$ cat src/rtl/mux_rr_arbiter.sv
// Four-requester round-robin arbiter driving a shared 4:1 data mux.
// Each grant lasts until the owner withdraws or MAX_BURST beats transfer,
// and every grant is followed by exactly one idle cycle.
module mux_rr_arbiter #(
    parameter int unsigned W         = 4,
    parameter int unsigned MAX_BURST = 4
) (
    input  logic         clk,
    input  logic         rst,
    input  logic [W-1:0] a1,
    input  logic [W-1:0] a2,
    input  logic [W-1:0] a3,
    input  logic [W-1:0] a4,
    input  logic [3:0]   req,
    input  logic         ready,
    output logic [3:0]   gnt,
    output logic [1:0]   s,
    output logic [W-1:0] d,
    output logic         valid
);

    localparam int unsigned BEAT_W    = 4;
    localparam logic [BEAT_W-1:0] BEAT_LAST = BEAT_W'(MAX_BURST - 1);

    typedef enum logic {
        IDLE  = 1'b0,
        GRANT = 1'b1
    } state_t;

    state_t            state_q, state_d;
    logic [1:0]        s_q, s_d;
    logic [1:0]        last_q, last_d;
    logic [BEAT_W-1:0] beat_q, beat_d;

    logic       pick_found;
    logic [1:0] pick_idx;

    // Round-robin search: first requester at or above last+1, wrapping.
    always_comb begin
        pick_found = 1'b0;
        pick_idx   = 2'd0;
        for (int unsigned i = 1; i <= 4; i++) begin
            logic [1:0] cand;
            cand = last_q + 2'(i);
            if (!pick_found && req[cand]) begin
                pick_found = 1'b1;
                pick_idx   = cand;
            end
        end
    end

    // Next-state: claim in IDLE, release on withdrawal or final burst beat.
    always_comb begin
        state_d = state_q;
        s_d     = s_q;
        last_d  = last_q;
        beat_d  = beat_q;
        case (state_q)
            IDLE: begin
                if (pick_found) begin
                    state_d = GRANT;
                    s_d     = pick_idx;
                    last_d  = pick_idx;
                    beat_d  = '0;
                end
            end
            GRANT: begin
                if (!req[s_q]) begin
                    state_d = IDLE;
                end else if (ready) begin
                    if (beat_q == BEAT_LAST) begin
                        state_d = IDLE;
                    end else begin
                        beat_d = beat_q + BEAT_W'(1);
                    end
                end
            end
            default: state_d = IDLE;
        endcase
    end

    // State registers with synchronous reset; last=3 makes requester 0 win first.
    always_ff @(posedge clk) begin
        if (rst) begin
            state_q <= IDLE;
            s_q     <= 2'd0;
            last_q  <= 2'd3;
            beat_q  <= '0;
        end else begin
            state_q <= state_d;
            s_q     <= s_d;
            last_q  <= last_d;
            beat_q  <= beat_d;
        end
    end

    // Grant decode, offer qualification and the shared data mux.
    always_comb begin
        gnt   = 4'b0000;
        valid = 1'b0;
        d     = '0;
        if (state_q == GRANT) begin
            gnt   = 4'b0001 << s_q;
            valid = req[s_q];
            case (s_q)
                2'd0:    d = a1;
                2'd1:    d = a2;
                2'd2:    d = a3;
                default: d = a4;
            endcase
        end
    end

    assign s = s_q;

endmodule
$ cat config.mk
export PLATFORM = sky130hd
export DESIGN_NAME = mux_rr_arbiter
export DESIGN_NICKNAME = d
export VERILOG_FILES = /design/src/rtl/mux_rr_arbiter.sv
export SDC_FILE = /design/constraint.sdc
export NUM_CORES = 1
export LEC_CHECK = 0
export BUFFER_PORTS_ARGS = -buffer_cell sky130_fd_sc_hd__buf_4
export CAP_MARGIN = 20
export CORE_MARGIN = 3
export CORE_UTILIZATION = 30
export CTS_BUF_LIST = sky130_fd_sc_hd__clkbuf_8
export CTS_CLUSTER_SIZE = 8
export DETAILED_ROUTE_END_ITERATION = 10
export PLACE_DENSITY = 0.59
export RECOVER_POWER = 25
export SETUP_SLACK_MARGIN = 0.15
export SLEW_MARGIN = 20
export SYNTH_ARGS = -nofsm -noshare
export SYNTH_HDL_FRONTEND = slang
export SYNTH_SLANG_ARGS = --single-unit
$ cat constraint.sdc
create_clock -name clk -period 2.3 [get_ports clk]
set_clock_uncertainty 0.15 [all_clocks]
set_input_delay 0.46 -clock clk [delete_from_list [all_inputs] [get_ports clk]]
set_output_delay 0.46 -clock clk [all_outputs]
set_load 0.005 [all_outputs]
==> run summary, run 1 <==
initial antenna violation count: 0
syn nets: 106
Most used DFF post-synth: dfxtp_1
Hold Startpoint: rst
Syn. warnings: 0
Core Rows: 17
Ports: 34
number of global-route vias before repair: 660
layout cells sized above 1: 41.9%
Hold Fails Final Rpt: 0
status: finished, final reports clean
Final period util: 88.6%
Final #Nets: 142
Starting DRT DRC Count: 13
number of remaining DRC errors: 0
DP HPWL: 1470 um
Max Fclk: 491 MHz
post-DR vias/cell: 5.11
Detail Route Antenna Nets: 0
number of distinct library cells after synthesis: 36
Sw Pwr: 0.153 mW
fill count: 222
Cells after Synth: 82
port bufs: 33
crit path DAT: 1430 ps
Pleak: 0.447 nW
Worst-path clk slew: 50 ps
Avg Cell Area, Syn: 8.76 um^2
Synth-to-Final Area Change: 43.9%
Sequential Power Share: 35.6%
CP max FO: 8
CTS tree: done
mapped cell area: 718 um^2
CTS Buf Count: 3
critical path's top delay family: multiplexers
worst skew pair latency: 230 ps
crit path cell chain: mux4_2 > and2_1 > buf_4
footprint of the multi-input gates: 494 um^2
clock sinks: 9
sequential fraction of the synthesis area: 25.1%
via count: 741
Worst Setup Start Kind: register
CP peak stage delay: 500 ps
slowest CP cell: mux4_2
Hold Crit Class: in2reg
Slew headroom: 75.4%
pin count of the biggest net entering global routing: 10
Die Span Y: 54.9 um
max-slew violations: 0
reg-to-reg startpoint: state_q$_SDFF_PP0_
Post-CTS Setup Inserts: 0
min cycle time layout: 2040 ps
htree depth: 1
Power Density: 528 nW/um^2
Clock Tree Root: clkbuf_8
Buf/Inv on CP: 1
cell-internal power: 0.392 mW
CP Class: reg2out
crit path from: s[0]$_SDFFE_PP0P_
Seq cells post-synth: 9
final WL: 1870 um
routability cong.: 0.773
gr ovfl total: 0
Ant. Diodes: 0
nature of the critical path endpoint: output pin
CTS max path bufs: 2
asr flop ratio synth: 0%
RSZ-0062 raised after global routing: false
Pwr Total: 0.545 mW
Worst-Margin Slew: 360 ps
register area: 185 um^2
final setup TNS: 0 ps
overall global routing resource usage: 13.3%
clock share of power: 33.1%
die area: 3020 um^2
Max Cap Violations: 0
Avg WL per Cell: 12.9 um
worst vdd ir: 388 uV
drt pass-1 iters: 4
number of flops mapped to enable cells by yosys: 0
CP Data Required Time: 1690 ps
Placeable Area: 2230 um^2
final setup violation count: 0
Sw Share: 28.1%
die width: 54.9 um
first-pass GRT wire length: 2900 um
initial core utilization: 32.2%
Logic pwr share: 31.3%
==> state kept, by name (all words and copies together), names as in the netlist <==
register  flops
beat_q        4
s             2
state_q       1
last_q        2
==> placed cells by master, fill, tap and decap left out, types with 3 or more instances in the layout <==
| cell | netlist | routed |
|---|---|---|
| o211ai_1 | 3 | 3 |
| buf_4 | 0 | 32 |
| a21oi_1 | 3 | 3 |
| mux2i_1 | 3 | 3 |
| nor2_1 | 7 | 7 |
| dfxtp_1 | 9 | 7 |
| nand2_1 | 10 | 10 |
| inv_1 | 5 | 6 |
| and2_1 | 4 | 4 |
| clkbuf_8 | 0 | 3 |
| mux4_2 | 4 | 4 |
==> power groups by stage <==
| stage | Clock, mW | Combinational (mW) | Sequential [mW] |
|---|---|---|---|
| after floorplan | 0 | 0.107 | 0.182 |
| final | 0.180 | 0.171 | 0.194 |
| after global placement | 0 | 0.173 | 0.196 |
| after global routing | 0.200 | 0.192 | 0.198 |
| after CTS | 0.188 | 0.173 | 0.195 |
| after detailed placement | 0 | 0.172 | 0.197 |
==> cells by family after synthesis <==
logic type	share of synthesized area [%]
simple gates	29.8
flops	25.1
compound gates	19.5
mux	18.3
fa+ha+maj	1.74
buf+inv	5.58
==> cell type report <==
| cell class | count | area share [%] |
|---|---|---|
| well taps | 28 | 3.39 |
| inverters | 5 | 1.82 |
| clock inverters | 1 | 0.363 |
| clock buffers | 3 | 4.00 |
| flip-flops and latches | 9 | 17.9 |
| multi-input cells | 65 | 47.8 |
| repair buffers | 34 | 24.7 |
==> synthesized netlist by cell type (2+ instances only) <==
cell | n | area [um^2]
a21boi_0 | 2 | 15.0
a21oi_1 | 3 | 15.0
and2_1 | 4 | 25.0
buf_2 | 2 | 10.0
dfxtp_1 | 9 | 180
inv_1 | 5 | 18.8
mux2i_1 | 3 | 30.0
mux4_2 | 4 | 90.1
nand2_1 | 10 | 37.5
nand2b_1 | 2 | 12.5
nand3b_1 | 2 | 15.0
nor2_1 | 7 | 26.3
nor2b_1 | 2 | 12.5
nor3b_1 | 2 | 15.0
o211ai_1 | 3 | 22.5
or3b_2 | 2 | 17.5
==> stage by stage <==
stage | instance area, um^2 | hold slack (ps) | worst slack (ps) | util, % | std cells
detailed placement | 987 | 329 | 216 | 44.2 | 141
CTS | 1030 | 309 | 178 | 46.3 | 145
global placement | 987 | 334 | 220 | 44.2 | 141
floorplan | 718 | 302 | 304 | - | 82
global route | 1030 | 315 | 185 | 46.3 | 145
finish | 1030 | 313 | 263 | 46.3 | 145
==> metal layers <==
| metal | share of wire, % | vias to the layer above | global-route usage [%] |
|---|---|---|---|
| met4 | 0.53 | 0 | 2.43 |
| li1 | - | 375 | - |
| met5 | 0 | - | 0 |
| met1 | 41 | 329 | 16.3 |
| met2 | 44 | 34 | 21.7 |
| met3 | 15 | 3 | 5.90 |
==> timing repair <==
item / in CTS / in global routing
hold buffers: 0 / 0
resized for setup: 1 / 2
setup endpoints to repair: 4 / 5
==> final timing paths <==
check                      endpoint  slack, ps  cells after the start
max reg2reg  beat_q[0]$_SDFFE_PP0P_        440                      4
min              state_q$_SDFF_PP0_        310                      2
min reg2reg  beat_q[1]$_SDFFE_PP0P_        330                      2
max                            d[0]        260                      3
Power figures use the tool's default switching activity.
==> inputs of run 2 (changes only) <==
--- a/config.mk
+++ b/config.mk
@@ -5,14 +5,17 @@
 export SDC_FILE = /design/constraint.sdc
 export NUM_CORES = 1
 export LEC_CHECK = 0
+export ABC_CLOCK_PERIOD_IN_PS = 2300
 export BUFFER_PORTS_ARGS = -buffer_cell sky130_fd_sc_hd__buf_4
 export CAP_MARGIN = 20
+export CELL_PAD_IN_SITES_DETAIL_PLACEMENT = 0
+export CELL_PAD_IN_SITES_GLOBAL_PLACEMENT = 2
 export CORE_MARGIN = 3
-export CORE_UTILIZATION = 30
+export CORE_UTILIZATION = 26
 export CTS_BUF_LIST = sky130_fd_sc_hd__clkbuf_8
 export CTS_CLUSTER_SIZE = 8
 export DETAILED_ROUTE_END_ITERATION = 10
-export PLACE_DENSITY = 0.59
+export PLACE_DENSITY = 0.84
 export RECOVER_POWER = 25
 export SETUP_SLACK_MARGIN = 0.15
 export SLEW_MARGIN = 20
==> run summary, run 2 (same netlist as run 1, synthesis figures left out) <==
CTS Buf Count: 3 (unchanged)
post-route insts no fill: 147 (was 145)
Synth-to-Final Area Change: 44.1% (was 43.9%)
CP max FO: 7 (was 8)
Final #Nets: 142 (unchanged)
Placed Instances: 143 (was 141)
Hold Crit Class: in2reg (unchanged)
Pleak: 0.447 nW (about the same)
Core Rows: 18 (was 17)
Post-CTS Setup Inserts: 0 (unchanged)
CP Data Required Time: 1690 ps (about the same)
final WL: 1890 um (was 1870 um)
Reg2Reg Depth: 4 (unchanged)
most common cell after layout, fill and taps aside: buf_4 (unchanged)
worst vdd ir: 263 uV (was 388 uV)
die width: 58.6 um (was 54.9 um)
post-DR vias/cell: 5.08 (was 5.11)
drt pass-1 iters: 4 (unchanged)
DP HPWL: 1550 um (was 1470 um)
max-slew violations: 0 (unchanged)
status: finished, final reports clean (unchanged)
Ant. Diodes: 0 (unchanged)
Starting DRT DRC Count: 35 (was 13)
clock sinks: 9 (unchanged)
die area: 3430 um^2 (was 3020 um^2)
Most flops, register: beat_q (unchanged)
initial antenna violation count: 0 (unchanged)
footprint of the multi-input gates: 494 um^2 (unchanged)
Max Cap Violations: 0 (unchanged)
Worst-path clk slew: 50 ps (about the same)
nature of the critical path endpoint: output pin (unchanged)
min cycle time layout: 2080 ps (was 2040 ps)
CTS tree: done (unchanged)
Die Span Y: 58.6 um (was 54.9 um)
highest-count cells in the layout ignoring fill and taps: buf_4, nand2_1, dfxtp_1 (was buf_4, nand2_1, nor2_1, dfxtp_1, inv_1)
gr ovfl total: 0 (unchanged)
number of global-route vias before repair: 673 (was 660)
Ports: 34 (unchanged)
final setup violation count: 0 (unchanged)
first-pass GRT wire length: 3040 um (was 2900 um)
Hold Fails Final Rpt: 0 (unchanged)
via count: 747 (was 741)
Final period util: 90.5% (was 88.6%)
routability cong.: 0.822 (was 0.773)
post-place setup slack: 197 ps (was 216 ps)
final setup TNS: 0 ps (unchanged)
port bufs: 33 (unchanged)
max reg flops: 4 (unchanged)
fill count: 272 (was 222)
Hold Path Depth: 2 (unchanged)
design area: 1030 um^2 (about the same)
register area: 184 um^2 (was 185 um^2)
layout cells sized above 1: 41.0% (was 41.9%)
overall global routing resource usage: 11.5% (was 13.3%)
Slew headroom: 73.1% (was 75.4%)
CP Class: reg2out (unchanged)
Worst-Margin Slew: 394 ps (was 360 ps)
Post-DP Area: 990 um^2 (was 987 um^2)
CTS max path bufs: 2 (unchanged)
Power Density: 533 nW/um^2 (was 528 nW/um^2)
Worst Setup Start Kind: register (unchanged)
htree depth: 1 (unchanged)
Detail Route Antenna Nets: 0 (unchanged)
Pwr Total: 0.552 mW (was 0.545 mW)
Avg WL per Cell: 12.8 um (was 12.9 um)
pin count of the biggest net entering global routing: 10 (unchanged)
crit path DAT: 1470 ps (was 1430 ps)
Placeable Area: 2540 um^2 (was 2230 um^2)
final setup margin: 217 ps (was 263 ps)
number of remaining DRC errors: 0 (unchanged)
RSZ-0062 raised after global routing: false (unchanged)
Clock Tree Root: clkbuf_8 (unchanged)
Max Fclk: 480 MHz (was 491 MHz)
initial core utilization: 28.2% (was 32.2%)
worst skew pair latency: 230 ps (about the same)
-- run 2: cell types whose count changed in the layout (fill, tap and decap cells not counted) --
| cell | previous run | this run |
|---|---|---|
| buf_4 | 32 | 33 |
| clkbuf_4 | 2 | 1 |
| dfxtp_2 | 1 | 0 |
| dfxtp_1 | 7 | 8 |
-- run 2: final timing paths --
| path | startpoint | endpoint | slack (ps) |
|---|---|---|---|
| max | s[1]$_SDFFE_PP0P_ | d[1] | 220 |
| min | rst | s[0]$_SDFFE_PP0P_ | 300 |
| max reg2reg | s[1]$_SDFFE_PP0P_ | beat_q[0]$_SDFFE_PP0P_ | 430 |
| min reg2reg | beat_q[1]$_SDFFE_PP0P_ | beat_q[1]$_SDFFE_PP0P_ | 330 |
-- run 2: critical path, stage by stage (launching register included) --
cell,delay (ps)
dfxtp_1,460
buf_4,200
mux4_2,290
and2_1,160
buf_4,130
-- run 2: layout make-up --
| type | instances | share of cell area, % |
|---|---|---|
| multi-input combinational | 65 | 47.8 |
| timing repair buffer | 34 | 24.7 |
| sequential | 9 | 17.8 |
| clock buffer | 3 | 3.99 |
| tap | 30 | 3.63 |
| inverter | 5 | 1.81 |
| clock inverter | 1 | 0.363 |
-- run 2: report_power, final --
| group | switching, mW | internal [mW] |
|---|---|---|
| Clock | 0.0688 | 0.117 |
| Combinational | 0.0680 | 0.105 |
| Sequential | 0.0229 | 0.170 |
-- run 2: metal layers --
metal	part of all wire, %	global-route usage, %	up-vias
met2	49	20.1	35
met3	11	3.29	2
met4	0.80	4.97	0
li1	-	-	377
met5	0	0	-
met1	39	12.8	333
-- run 2: metrics by stage --
step                utilization, %  hold slack, ps
global placement              38.9             334
global route                  40.7             322
floorplan                        -             302
CTS                           40.7             305
detailed placement            38.9             330
finish                        40.7             305
-- run 2: timing repair --
action | CTS | global route
endpoints found under the setup margin | 4 | 4
hold buffers | 0 | 0
resized for setup | 1 | 2
